<file path="src/rtl/fifo_depth_stats_reader.sv">
// Register-side reader for up to eight FIFO depth monitors.
// Single-outstanding read port with shadowed max and clear-on-read.
//
// Ports:
//   axi_aclk, axi_resetn       : clock, async active-low reset
//   mon_depth, mon_depth_max   : packed per-monitor depth / max values
//   mon_clear                  : one-cycle clear pulse per monitor
//   rd_req, rd_addr, rd_clr    : request, {idx[3:1], sel[0]}, clear qualifier
//   rd_ack, rd_data, rd_err    : registered response strobe, data, error
//   busy                       : request in flight
module fifo_depth_stats_reader #(
    parameter int C_S_AXI_DATA_WIDTH = 32,
    parameter int NUM_MON            = 4
) (
    input  logic                                  axi_aclk,
    input  logic                                  axi_resetn,
    input  logic [NUM_MON*C_S_AXI_DATA_WIDTH-1:0] mon_depth,
    input  logic [NUM_MON*C_S_AXI_DATA_WIDTH-1:0] mon_depth_max,
    output logic [NUM_MON-1:0]                    mon_clear,
    input  logic                                  rd_req,
    input  logic [3:0]                            rd_addr,
    input  logic                                  rd_clr,
    output logic                                  rd_ack,
    output logic [C_S_AXI_DATA_WIDTH-1:0]         rd_data,
    output logic                                  rd_err,
    output logic                                  busy
);

    localparam int W = C_S_AXI_DATA_WIDTH;
    localparam logic [W-1:0] ERR_DATA  = W'(32'hDEAD_0BAD);
    localparam logic [3:0]   NUM_MON_L = 4'(NUM_MON);

    typedef enum logic [2:0] {
        S_IDLE,
        S_SNAP,
        S_RESP,
        S_CLR,
        S_ERR
    } state_t;

    state_t              state_q, state_d;
    logic [2:0]          idx_q, idx_d;
    logic                sel_q, sel_d;
    logic                clr_q, clr_d;
    logic                rd_ack_q, rd_ack_d;
    logic                rd_err_q, rd_err_d;
    logic [W-1:0]        rd_data_q, rd_data_d;
    logic [NUM_MON-1:0]  mon_clear_q, mon_clear_d;
    logic [7:0][W-1:0]   shadow_max_q, shadow_max_d;
    logic [7:0]          shadow_valid_q, shadow_valid_d;

    // Monitors padded to eight slots so a 3-bit index is always in range;
    // unpopulated slots are unreachable because they take the ERR path.
    logic [7:0][W-1:0]   depth_arr;
    logic [7:0][W-1:0]   max_arr;
    logic [7:0]          clr_onehot;

    always_comb begin
        depth_arr = '0;
        max_arr   = '0;
        for (int i = 0; i < NUM_MON; i++) begin
            depth_arr[i] = mon_depth[i*W +: W];
            max_arr[i]   = mon_depth_max[i*W +: W];
        end
    end

    assign clr_onehot = 8'b1 << idx_q;

    always_comb begin
        state_d        = state_q;
        idx_d          = idx_q;
        sel_d          = sel_q;
        clr_d          = clr_q;
        rd_ack_d       = 1'b0;
        rd_err_d       = 1'b0;
        rd_data_d      = rd_data_q;
        mon_clear_d    = '0;
        shadow_max_d   = shadow_max_q;
        shadow_valid_d = shadow_valid_q;

        unique case (state_q)
            S_IDLE: begin
                if (rd_req) begin
                    idx_d = rd_addr[3:1];
                    sel_d = rd_addr[0];
                    clr_d = rd_clr;
                    if ({1'b0, rd_addr[3:1]} >= NUM_MON_L) begin
                        // Error answers one cycle early, so the ack is
                        // registered on the way into ERR.
                        state_d   = S_ERR;
                        rd_ack_d  = 1'b1;
                        rd_err_d  = 1'b1;
                        rd_data_d = ERR_DATA;
                    end else begin
                        state_d = S_SNAP;
                    end
                end
            end
            S_SNAP: begin
                state_d  = S_RESP;
                rd_ack_d = 1'b1;
                if (!sel_q) begin
                    // Depth read freezes max so the next max read pairs
                    // with this depth sample.
                    rd_data_d             = depth_arr[idx_q];
                    shadow_max_d[idx_q]   = max_arr[idx_q];
                    shadow_valid_d[idx_q] = 1'b1;
                end else begin
                    rd_data_d = shadow_valid_q[idx_q] ?
                                shadow_max_q[idx_q] : max_arr[idx_q];
                    shadow_valid_d[idx_q] = 1'b0;
                end
            end
            S_RESP: begin
                if (clr_q) begin
                    state_d     = S_CLR;
                    mon_clear_d = clr_onehot[NUM_MON-1:0];
                end else begin
                    state_d = S_IDLE;
                end
            end
            S_CLR: begin
                shadow_valid_d[idx_q] = 1'b0;
                state_d               = S_IDLE;
            end
            S_ERR: begin
                state_d = S_IDLE;
            end
            default: begin
                state_d = S_IDLE;
            end
        endcase
    end

    always_ff @(posedge axi_aclk or negedge axi_resetn) begin
        if (!axi_resetn) begin
            state_q        <= S_IDLE;
            idx_q          <= '0;
            sel_q          <= 1'b0;
            clr_q          <= 1'b0;
            rd_ack_q       <= 1'b0;
            rd_err_q       <= 1'b0;
            rd_data_q      <= '0;
            mon_clear_q    <= '0;
            shadow_max_q   <= '0;
            shadow_valid_q <= '0;
        end else begin
            state_q        <= state_d;
            idx_q          <= idx_d;
            sel_q          <= sel_d;
            clr_q          <= clr_d;
            rd_ack_q       <= rd_ack_d;
            rd_err_q       <= rd_err_d;
            rd_data_q      <= rd_data_d;
            mon_clear_q    <= mon_clear_d;
            shadow_max_q   <= shadow_max_d;
            shadow_valid_q <= shadow_valid_d;
        end
    end

    assign rd_ack    = rd_ack_q;
    assign rd_err    = rd_err_q;
    assign rd_data   = rd_data_q;
    assign mon_clear = mon_clear_q;
    assign busy      = (state_q != S_IDLE);

endmodule
</file>
<file path="config.mk">
export PLATFORM = sky130hd
export DESIGN_NAME = fifo_depth_stats_reader
export DESIGN_NICKNAME = d
export VERILOG_FILES = /design/src/rtl/fifo_depth_stats_reader.sv
export SDC_FILE = /design/constraint.sdc
export NUM_CORES = 1
export LEC_CHECK = 0
export BUFFER_PORTS_ARGS = -buffer_cell sky130_fd_sc_hd__buf_2
export CORE_MARGIN = 2
export CORE_UTILIZATION = 46
export CTS_BUF_LIST = sky130_fd_sc_hd__clkbuf_4
export CTS_CLUSTER_DIAMETER = 60
export DETAILED_ROUTE_END_ITERATION = 7
export HOLD_SLACK_MARGIN = 0.15
export PLACE_DENSITY = 0.71
export SYNTH_ARGS = -nofsm -noshare
export SYNTH_HDL_FRONTEND = slang
export SYNTH_SLANG_ARGS = --single-unit
</file>
<file path="constraint.sdc">
create_clock -name axi_aclk -period 3.06 [get_ports axi_aclk]
set_input_delay 0.153 -clock axi_aclk [delete_from_list [all_inputs] [get_ports axi_aclk]]
set_output_delay 0.153 -clock axi_aclk [all_outputs]
set_load 0.02 [all_outputs]
</file>
; ---- Word-level counts from Yosys, hierarchy flattened
; Cells that the tools add are included.
[totals]
reg_bits = 310
in_bits = 264
elab_cells = 68
[classes]
n_lt_le_gt_ge = 3
eq_ne = 5
n_shift = 1
muxes = 30
n_bitwise = 4
reduce_logical = 8
[op_table]
columns = operator, count
row1 = 32-bit binary-select mux with 3-bit select, 3
row2 = 256-bit bitwise mux, 1
row3 = 32-bit 2-to-1 mux, 8
row4 = 32-bit demux with 3-bit select, 1
row5 = 32-bit one-hot mux with 2 select lines, 1
row6 = 8-bit one-hot mux with 2 select lines, 1
row7 = 3-bit one-hot mux with 3 select lines, 1
row8 = 8-bit AND, 1
row9 = 4-bit 2-to-1 mux, 2
row10 = 8-bit 2-to-1 mux, 1
row11 = 8-bit inverter, 1
row12 = 8-bit bitwise OR, 1
row13 = "3-bit by 2-bit equality test with 1-bit output, second input constant", 2
row14 = 3-bit 2-to-1 mux, 2
row15 = 1-bit 2-to-1 mux, 5
row16 = "3-bit by 4-bit less-than comparator with 1-bit output, second input constant", 1
row17 = "2-bit != test, second input constant", 2
row18 = 2-bit AND reduction, 2
row19 = 2-bit nonzero test, 2
row20 = "1-bit by 3-bit << shifter with 4-bit output, first input constant", 1
row21 = 1-bit binary-select mux with 3-bit select, 1
row22 = 1-bit demux with 3-bit select, 1
row23 = "3-bit by 1-bit equality test with 1-bit output, second input constant", 1
row24 = "3-bit by 1-bit greater-or-equal comparator with 1-bit output, second input constant", 1
row25 = 8 further kinds, 8

; ---- Depth between registers and ports, before layout
[depth]
ltp_word = 8
ltp_mapped = 9

; ---- Worst setup path before layout
; No wires, ideal clock.
[synth_timing]
path_kind = register to register
start = reg idx_q[0]
end = reg shadow_max_q[100] (netlist bit)
setup_time_ps = 125
arrival_time_ps = 1629
required_time_ps = 2935
path_slack_ps = 1306
stages_incl_launch_ff = 8
n_path_buf = 4
synth_period_minus_slack_ps = 1754
path_cell_list = dfrtp_1 > buf_6 > buf_12 > buf_12 > nand2_1 > nor3_4 > buf_6 > mux2_2
[synth_via]
elab_chain_cells = 5
word_cells_on_any_way = 8
[synth_lines]
columns = element, line
row1 = "start, declared", 42  ; logic [2:0] idx_q, idx_d;
row2 = "start signal, assigned", 149  ; idx_q <= idx_d;
row3 = 3-bit by 4-bit less-than comparator with 1-bit output (not written as such) / 3-bit by 1-bit greater-or-equal comparator with 1-bit output (equally long branches), 106  ; shadow_max_d[idx_q] = max_arr[idx_q];
row4 = 1-bit logical AND (not written as such), 106
row5 = 32-bit 2-to-1 mux (not written as such), 106
row6 = 32-bit demux with 3-bit select, 106
row7 = 256-bit bitwise mux (*), 106
row8 = "end signal, assigned", 156  ; shadow_max_q <= shadow_max_d;
row9 = "end, declared", 49  ; logic [7:0][W-1:0] shadow_max_q, shadow_max_d;
; Mark *: on every way between the ends. The rest lies on a longest branch, timed or not. The select of a mux whose other input is x is not followed.
; A chain may end at the register's enable or synchronous reset.

; ---- Final worst setup path
[layout_timing]
start = reg idx_q[0]
end = reg rd_data_q[20] (netlist: rd_data[20])
[layout_via]
elab_chain_cells = 5
word_cells_on_any_way = 11
[layout_lines]
columns = element, line
row1 = 32-bit binary-select mux with 3-bit select / 1-bit binary-select mux with 3-bit select (equally long branches), "110, 109"
row2 = 32-bit 2-to-1 mux (not written as such) / 1-bit 2-to-1 mux (equally long branches), "110, 109"
row3 = 32-bit 2-to-1 mux, 109  ; rd_data_d = shadow_valid_q[idx_q] ?
row4 = 32-bit 2-to-1 mux (*), 102  ; if (!sel_q) begin
row5 = 32-bit one-hot mux with 2 select lines (*), 81  ; unique case (state_q)
row6 = "end signal, assigned", 154  ; rd_data_q <= rd_data_d;
row7 = "end, declared", 47  ; logic [W-1:0] rd_data_q, rd_data_d;
; Marked as above.

==> flow_summary.json <==
{
  "htreeDepth": 3,
  "fin_nets": 1915,
  "synth_compound_area_frac": 0.0782,
  "areaGrowthSynthToFinish_pct": 27.3,
  "drv_cap": 0,
  "cts.sinks": 310,
  "synth_warnings": 0,
  "io_pins": 303,
  "synth_mux_area_frac": 0.254,
  "drt_iter0_drc": 1056,
  "power.total_mw": 17.6,
  "cp_max_fo": 46,
  "port-buffer-count": 302,
  "holdCritPathClass": "input pin to flip-flop",
  "fp.dieH_um": 187,
  "netlist_area_sq_mm": 0.0155,
  "synth.largest_area_cell": "dfrtp_1",
  "synth_area_leaders": "dfrtp_1 (50%), mux4_2 (12%), mux2_2 (10%)",
  "firstDrtPassIters": 5,
  "max_slew_margin": 0.345,
  "rsz0062_at_grt": "true",
  "seq_area_frac_synth": 0.502,
  "fmax_mhz": 335,
  "totalWireLength_um": 46100,
  "ctsLongestPathBuffers": 3,
  "grt_start_max_net_pins": 72,
  "fillers": 2680,
  "final_common_cell": "dfrtp_1",
  "cts_root_buf": "clkbuf_4",
  "clkTransAtPathRegs_ns": 0.06,
  "core_sq_mm": 0.0333,
  "layout_common_cells": "dfrtp_1 (308), buf_2 (301), mux2_2 (137), and2_1 (131), clkbuf_4 (125)",
  "min_period_ns": 2.99,
  "final_antenna_net_count": 0,
  "cts_tree": "built",
  "synth_top_area_frac": 0.502,
  "drv_slew": 0,
  "synth_xor_xnor_area_share": 0,
  "clk_latency_ns": 0.70,
  "routedWlPerCell_um": 21.4,
  "start_util": 0.464,
  "finalHoldViolations": 0,
  "critical_path_arrival_ns": 3.51,
  "gr-total-overflow": 0,
  "drive_above_1_share": 0.427,
  "fp-row-count": 67,
  "vias": 12200,
  "p_leak_nw": 9.45,
  "grt_pass1_vias": 12800,
  "die_x_um": 187,
  "vdd_drop_max_v": 0.000467,
  "grt_antenna_before_repair": 2,
  "outcome": "completed",
  "viasPerCell": 5.68,
  "synth_cell_types": 55,
  "syn_area_per_cell_sq_um": 13.0,
  "critical_path_class": "flip-flop to flip-flop",
  "grt_use_total": 0.265,
  "placed_cells": 1894,
  "synth_top_family_by_area": "multiplexers",
  "gp_congestion": 0.901,
  "synth_fa_ha_area_frac": 0,
  "fin_cells": 2153,
  "syn_inst": 1188,
  "setup_viol": 0,
  "final_core_util": 0.591,
  "hold_slack_ns": 0.182,
  "startpoint_type": "flip-flop",
  "crit_required_ns": 3.59,
  "die_area_sq_mm": 0.0351,
  "drc": 0,
  "worst_pin_slew_ns": 0.982,
  "dpl.hpwl_um": 29600,
  "cp-end-kind": "flip-flop",
  "ys_ff_latch": 310,
  "tns_ns": 0,
  "fin_skew_ns": 0.0561,
  "period_share": 0.976,
  "synth_nets": 1452,
  "numCtsBuffers": 82,
  "grt_pass1_wl_um": 72800,
  "cellPowerDensity_mw_per_mm2": 892,
  "synthSimpleGateAreaFrac": 0.124
}
## path summary, 6_finish.rpt
path,startpoint,cells past startpoint,endpoint,slack [ns]
max in group asynchronous,axi_resetn,4,shadow_max_q[62],1.94
max,idx_q[0],7,rd_data[20],0.07
min in group asynchronous,axi_resetn,4,shadow_max_q[4],0.68
min reg2reg,shadow_max_q[179],1,shadow_max_q[179],0.48
min,mon_depth_max[19],4,shadow_max_q[19],0.18
max reg2reg,idx_q[0],7,rd_data[20],0.07
## worst max-delay path, stage by stage (launching register included)
cell and delay (ns):
dfrtp_4 0.64, buf_16 0.30, mux2i_1 0.28, dlygate4sd3_1 0.59, o21ai_0 0.08, dlygate4sd3_1 0.58, a22oi_1 0.21, o31ai_2 0.10
## sequential cells by signal (all words and copies together), names as in the netlist, named ones only
signal        count
shadow_max_q    256
mon_clear         4
sel_q             1
rd_data          32
rd_ack            1
rd_err            1
clr_q             1
state_q           3
idx_q             3
## per-stage QoR
step	instance area, sq um	setup slack (ns)
3_3_place_gp	17400	0.712
4_1_cts	19600	0.149
5_1_grt	19700	0.00141
6_report	19700	0.0737
3_5_place_dp	17400	0.723
2_1_floorplan	15500	1.31
## where the power goes
part | total [mW] | switching [mW] | leakage, nW | internal (mW)
Sequential | 5.68 | 0.650 | 4.16 | 5.03
Clock | 3.66 | 1.65 | 0.624 | 2.02
Combinational | 8.21 | 4.42 | 4.66 | 3.80
Total | 17.6 | 6.72 | 9.45 | 10.8
## what timing repair did
| item | 4_1_cts | 5_1_grt |
|---|---|---|
| resized for setup | 0 | 2 |
| hold buffers | 120 | 0 |
| setup endpoints to repair | 0 | 2 |
| hold endpoints to repair | 415 | 0 |
| buffers inserted | 0 | 1 |
## kinds of logic after synthesis
| kind of cell | after synthesis |
|---|---|
| simple gates | 349 |
| flops | 310 |
| mux | 268 |
| compound gates | 165 |
| buf+inv | 96 |
## layout make-up
type,count,area [sq um],share of cell area
inverter,5,18.8,0.000954
clock inverter,12,111,0.00566
sequential,310,7760,0.395
tap,448,561,0.0285
multi-input combinational,782,7060,0.359
antenna,1,2.50,0.000127
timing repair buffer,470,3220,0.164
clock buffer,125,938,0.0477
## layer usage
| metal | vias up | global-route usage | wire length (um) |
|---|---|---|---|
| li1 | 5347 | - | - |
| met5 | - | 0 | 13 |
| met2 | 491 | 0.434 | 22800 |
| met4 | 2 | 0.0812 | 945 |
| met1 | 6302 | 0.358 | 19500 |
| met3 | 83 | 0.0535 | 2800 |
## synth_stat cells (all sizes together)
library cell,count
a2111oi,2
a211oi,4
a21o,1
a21oi,7
a221oi,19
a22oi,34
a31oi,2
and2,132
and2b,8
and3,18
buf,65
clkbuf,26
dfrtp,310
inv,5
mux2,143
mux2i,40
mux4,85
nand2,78
nand2b,5
nand3,8
nor2,54
nor2b,29
nor3,13
nor4,2
o211a,1
o211ai,1
o21ai,21
o21bai,1
o221ai,18
o22ai,37
o31ai,16
o41ai,1
or2,1
or3,1
(Power assumes the default switching activity.)
